<file path="src/rtl/pc_fetch_unit.sv">
// -----------------------------------------------------------------------------
// pc_fetch_unit
//
// Program-counter and instruction-fetch sequencer. A four-state FSM
// (IDLE -> FETCH -> EXEC -> FETCH ... or HALT) issues one instruction-memory
// read per instruction. In EXEC it selects the next PC, in priority order:
//   1. JALR target with the LSB cleared
//   2. branch/JAL target
//   3. pc + 4
// If the selected next PC is not word-aligned, the unit redirects to TRAP_VEC
// instead.
//
// Ports
//   clk, rst     : clock, synchronous active-high reset
//   pc_gen_out   : take branch/JAL target (EXEC only)
//   jalr_sel     : take JALR target, overrides pc_gen_out (EXEC only)
//   target       : branch/JAL target address
//   jalr_target  : JALR target before LSB clear
//   stall        : hold current instruction in EXEC
//   halt_req     : stop fetching after current instruction
//   imem_ack     : instruction memory read complete (FETCH only)
//   imem_req     : instruction memory read request
//   imem_addr    : read address, equals pc
//   pc           : current program counter
//   pc_plus4     : pc + 4, modulo 2^32
//   instr_valid  : fetched instruction valid (EXEC)
//   misalign     : one-cycle pulse after a misaligned transfer
//   halted       : unit in HALT
//
// Every output is a register or a decode of state/pc, so no input has a
// combinational path to an output.
// -----------------------------------------------------------------------------
module pc_fetch_unit #(
  parameter logic [31:0] RESET_PC = 32'h0000_0000,
  parameter logic [31:0] TRAP_VEC = 32'h0000_0100
) (
  input  logic        clk,
  input  logic        rst,
  input  logic        pc_gen_out,
  input  logic        jalr_sel,
  input  logic [31:0] target,
  input  logic [31:0] jalr_target,
  input  logic        stall,
  input  logic        halt_req,
  input  logic        imem_ack,
  output logic        imem_req,
  output logic [31:0] imem_addr,
  output logic [31:0] pc,
  output logic [31:0] pc_plus4,
  output logic        instr_valid,
  output logic        misalign,
  output logic        halted
);

  typedef enum logic [1:0] {
    S_IDLE  = 2'd0,
    S_FETCH = 2'd1,
    S_EXEC  = 2'd2,
    S_HALT  = 2'd3
  } state_t;

  state_t      r_state;
  state_t      w_state_next;
  logic [31:0] r_pc;
  logic [31:0] w_pc_next;
  logic        r_misalign;
  logic        w_misalign_next;

  logic [31:0] w_pc_plus4;
  logic [31:0] w_jalr_pc;
  logic [31:0] w_sel_pc;

  assign w_pc_plus4 = r_pc + 32'd4;
  // Masking keeps every bit of jalr_target in use while clearing bit 0.
  assign w_jalr_pc  = jalr_target & 32'hFFFF_FFFE;
  assign w_sel_pc   = jalr_sel   ? w_jalr_pc :
                      pc_gen_out ? target    :
                                   w_pc_plus4;

  always_ff @(posedge clk) begin
    if (rst) begin
      r_state    <= S_IDLE;
      r_pc       <= RESET_PC;
      r_misalign <= 1'b0;
    end else begin
      r_state    <= w_state_next;
      r_pc       <= w_pc_next;
      r_misalign <= w_misalign_next;
    end
  end

  always_comb begin
    w_state_next    = r_state;
    w_pc_next       = r_pc;
    w_misalign_next = 1'b0;
    case (r_state)
      S_IDLE: begin
        w_state_next = S_FETCH;
      end
      S_FETCH: begin
        if (imem_ack) begin
          w_state_next = S_EXEC;
        end
      end
      S_EXEC: begin
        // Stall dominates halt and redirects: the instruction stays put.
        if (!stall) begin
          if (halt_req) begin
            w_state_next = S_HALT;
          end else if (w_sel_pc[1:0] != 2'b00) begin
            w_state_next    = S_FETCH;
            w_pc_next       = TRAP_VEC;
            w_misalign_next = 1'b1;
          end else begin
            w_state_next = S_FETCH;
            w_pc_next    = w_sel_pc;
          end
        end
      end
      S_HALT: begin
        w_state_next = S_HALT;
      end
      default: begin
        w_state_next = S_IDLE;
      end
    endcase
  end

  assign imem_req    = (r_state == S_FETCH);
  assign imem_addr   = r_pc;
  assign pc          = r_pc;
  assign pc_plus4    = w_pc_plus4;
  assign instr_valid = (r_state == S_EXEC);
  assign misalign    = r_misalign;
  assign halted      = (r_state == S_HALT);

endmodule

</file>
<file path="config.mk">
export PLATFORM = sky130hd
export DESIGN_NAME = pc_fetch_unit
export DESIGN_NICKNAME = d
export VERILOG_FILES = /design/src/rtl/pc_fetch_unit.sv
export SDC_FILE = /design/constraint.sdc
export NUM_CORES = 1
export LEC_CHECK = 0
export ABC_CLOCK_PERIOD_IN_PS = 3200
export CAP_MARGIN = 10
export CELL_PAD_IN_SITES_DETAIL_PLACEMENT = 0
export CELL_PAD_IN_SITES_GLOBAL_PLACEMENT = 2
export CORE_ASPECT_RATIO = 1.75
export CORE_MARGIN = 2
export CORE_UTILIZATION = 21
export CTS_CLUSTER_DIAMETER = 200
export DETAILED_ROUTE_END_ITERATION = 16
export PLACE_DENSITY_LB_ADDON = 0.1
export SLEW_MARGIN = 10
export SYNTH_ARGS = -nofsm -noshare
export SYNTH_HDL_FRONTEND = slang
export SYNTH_SLANG_ARGS = --single-unit
export TNS_END_PERCENT = 30
</file>
<file path="constraint.sdc">
create_clock -name clk -period 3.2 [get_ports clk]
set_clock_uncertainty 0.05 [all_clocks]
set_input_delay 0.8 -clock clk [delete_from_list [all_inputs] [get_ports clk]]
set_output_delay 0.8 -clock clk [all_outputs]
set_load 0.02 [all_outputs]
</file>
# Yosys cells after proc, flatten, opt, wreduce, memory -nomap -nowiden
# Cells that the tools add are included.
# totals
ff_bits,35
in_bits,71
# classes
addsub,1
eq_ne,5
n_mux,8
bitwise,3
n_reduce_logical,5
# ops
operator,count
32-bit two-way mux,3
"32-bit by 3-bit adder with 32-bit output, second input constant",1
2-bit case mux with 4 select lines,1
2-bit two-way mux,3
"2-bit == test, second input constant",2
"2-bit inequality test, second input constant",2
4-bit OR reduction,1
1-bit inverter,3
3-bit AND reduction,1
"2-bit by 1-bit == test with 1-bit output, second input constant",1
2-bit zero test,1
2-bit AND reduction,1
2-bit nonzero test,1
1-bit two-way mux,1

# Logic depth before layout (Yosys ltp)
# logic_depth
word_depth,5
ltp_mapped,7
ltp_nobuf,6

# Least setup slack after synthesis
# OpenSTA, ideal clock, no wires.
# synth_path
path_type,reg2out
startpoint,"reg r_pc[11], in the netlist imem_addr[11]"
endpoint,out pc_plus4[28]
arrival_time_ns,2.066
slack_ns,0.284
path_stages_with_launch,6
path_cell_list,dfxtp_1 -> nand4_4 -> or2_0 -> buf_2 -> or4_4 -> xnor2_1
# synth_between
elab_chain_len,1
# synth_lines
item,line_no,rtl
from (decl),64,logic [31:0] r_pc;
from (signal assigned),87,r_pc <= w_pc_next;
32-bit by 3-bit adder with 32-bit output,73,assign w_pc_plus4 = r_pc + 32'd4;
to (decl),49,"output logic [31:0] pc_plus4,"
# Every way passes these cells.

# Worst setup path in the final report
# layout_path
startpoint,"reg r_pc[13], in the netlist imem_addr[13]"
endpoint,out pc_plus4[23]
# Same word-level chain as after synthesis.

==> run metrics <==
share of post-route cells with drive strength above 1 17.0%; top achievable clock speed 318 MHz; Starting Density 21.6%; Period minus WS final 3.14 ns; #FFs+latches synth 35; Post-synth top flop dfxtp_1; nets@finish 618; IO Port Bufs 169; CTS max path bufs 2; Min Hold Slack 0.487 ns; post-route setup slack 0.0590 ns; Post-Syn Instances 373; unrepaired setup endpoints after global routing true; Synth area leader dfxtp_1; Core ar. 13500 um^2; status finished clean; Post-synth EDFFs 0; HP Class flip-flop to flip-flop; Worst VDD drop 0.232 mV; starting DRC count in detailed routing 128; sequential cell area fraction in the yosys report 24.1%; Hold Path Sink imem_addr[0]$_SDFFE_PP0P_; FF-to-FF End imem_addr[25]$_SDFFE_PP0P_; sw frac 25.3%; post-DR wirelength/cell 19.3 um; Skew-Pair Late Insertion Delay 0.29 ns; width of the die 92.9 um; Slew HR 42.2%; asr flop ratio synth 0%; vias per cell 4.82; initial antenna violation count 0; arrival time worst endpoint 2.29 ns; Net Switching 326 uW; Avg Synthesized Cell Area 7.78 um^2; Worst Hold Depth 1; Syn Nets 445; row count 56; DIE HEIGHT 159 um; final setup fails 0; RR Startpoint imem_addr[13]$_SDFFE_PP0P_; max-capacitance violation count 0; Final Hold Vio Count 0; Vias 3478; CTS tree yes; P&R area growth vs syn 75.2%; hpwl dp 11100 um; final WL 13900 um; max-slew violations 0; top cells by area, synth dfxtp_1, buf_4, xnor2_1, nand2_1, nand3_1; largest net degree at the start of global routing 20; nature of the critical path startpoint flip-flop; first-pass GRT wire length 21200 um; Post-Place Worst Slack -0.0118 ns; most frequent cells in the layout clkdlybuf4s50_1, buf_4, dfxtp_1; crit share post-route 98.2%; H-Tree Depth 2; Synth top area share 24.1%; actual slew at the worst max-slew pin 0.864 ns; CTS Buf Count 5; commonest non-fill, non-tap cell in the layout clkdlybuf4s50_1; DRC viols 0; R2R cell count 6; leakage power 2.11 nW; Comb power frac 18.7%; Total Routing Usage GR 18.7%; Seq pwr share 34.8%; min-delay src imem_addr[0]$_SDFFE_PP0P_; Synthesis Warnings 0; # IOs 171; Final Wtd Congestion 0.856; CP Class flip-flop to output pin; DIE AREA 14800 um^2; clk slew on worst S/H paths 0.06 ns; ANT cells 0; Clock power frac 46.5%; remaining antenna violation count 0; Mapped Area 2900 um^2; Pint 962 uW; crit path max fanout 6; vias in the first global route 3659; Clock Sink Count 35; grt ovf 0; power per cell area 253 nW/um^2; CP Capture Type output pin; R2R Setup Slk 1.10 ns; clk root buf clkbuf_16; Req. time, crit path 2.35 ns; 1st-pass router iterations 4; synth unique cells 63; Post-CTS Hold Buffers 0
## cell type report
cell class / count / area (um^2)
clock buffer: 6 / 139
clock inverter: 2 / 35.0
fill: 1428 / 8370
inverter: 10 / 37.5
multi-input combinational: 273 / 1890
sequential: 35 / 706
tap: 174 / 218
timing repair buffer: 221 / 2060
## logic make-up after synthesis
logic type | count (synthesis) | share of synthesized area (%)
DFF | 35 | 24.1
muxes | 9 | 3.10
buffers and inverters | 65 | 12.9
xor gates and xnor gates | 24 | 7.24
and+or+nand+nor | 143 | 28.5
adders and majority gates | 1 | 0.431
AOI/OAI and AO/OA | 96 | 23.6
## critical path, cell delays in order, from the launching register on
cell and delay (ns):
dfxtp_1 0.38, nand4_4 0.20, nor4_4 0.44, buf_4 0.18, a41oi_1 0.13, or2_2 0.34
dlygate4sd2_1 0.33
## routing by layer
layer	up-vias	routed length (um)	GRT usage (%)	share of wire, %
met5	-	0	0	0
met4	0	204	5.01	1.5
met3	13	600	2.74	4.3
met2	109	7740	35.9	56
met1	1668	5340	21.0	38
li1	1688	-	-	-
## synthesized netlist by cell type (all sizes together) (3+ instances only)
library cell,count
nand2b,5
nand3,19
a31oi,3
nor3,10
xnor2,19
nand3b,3
a41o,3
inv,8
o21ai,16
dfxtp,35
a22o,5
nor4,5
xor2,5
buf,41
clkbuf,14
nand2,28
a21oi,16
o31ai,4
and3,15
a211oi,5
a22oi,10
and4,3
or2,4
a21o,4
nand4,14
mux2i,9
nor2b,4
nor2,25
o22ai,10
## sequential cells by signal, summed over array words and instances, names as in the netlist
name,cells
misalign,1
r_state,2
imem_addr,32
## through the flow
step / power, mW / instance area [um^2] / util, % / setup TNS, ns / instances
CTS: 1.30 / 5040 / 37.5 / -0.135 / 718
floorplan: 0.549 / 2900 / - / 0 / 373
detailed placement: 0.703 / 4840 / 36.0 / -0.0118 / 709
finish: 1.29 / 5080 / 37.8 / 0 / 721
global placement: 0.701 / 4840 / 36.0 / 0 / 709
global route: 1.34 / 5080 / 37.8 / -0.118 / 721
## what timing repair did
item                       4_1_cts  5_1_grt
setup endpoints to repair       21       10
gates resized for setup         26       17
setup buffers                    1        3
pin swaps                        3        2
## power groups by stage
stage,Combinational (mW),Sequential [mW],Clock (mW)
floorplan,0.0886,0.461,0
global placement,0.244,0.458,0
detailed placement,0.245,0.458,0
CTS,0.246,0.448,0.609
global route,0.259,0.449,0.632
finish,0.241,0.448,0.599
## worst max-delay path by stage
| stage | start | endpoint | slack [ns] | depth (start not counted) |
|---|---|---|---|---|
| 2_1_floorplan | imem_addr[11]$_SDFFE_PP0P_ | pc_plus4[28] | 0.28 | 5 |
| 3_3_place_gp | imem_addr[5]$_SDFFE_PP0P_ | pc_plus4[29] | 0.03 | 6 |
| 3_5_place_dp | imem_addr[5]$_SDFFE_PP0P_ | pc_plus4[29] | -0.01 | 6 |
| 4_1_cts | imem_addr[16]$_SDFFE_PP0P_ | pc_plus4[29] | -0.09 | 6 |
| 5_1_grt | imem_addr[13]$_SDFFE_PP0P_ | pc_plus4[29] | -0.06 | 5 |
| 6_report | imem_addr[13]$_SDFFE_PP0P_ | pc_plus4[23] | 0.06 | 6 |
No activity file was read; power rests on OpenSTA's default activity.
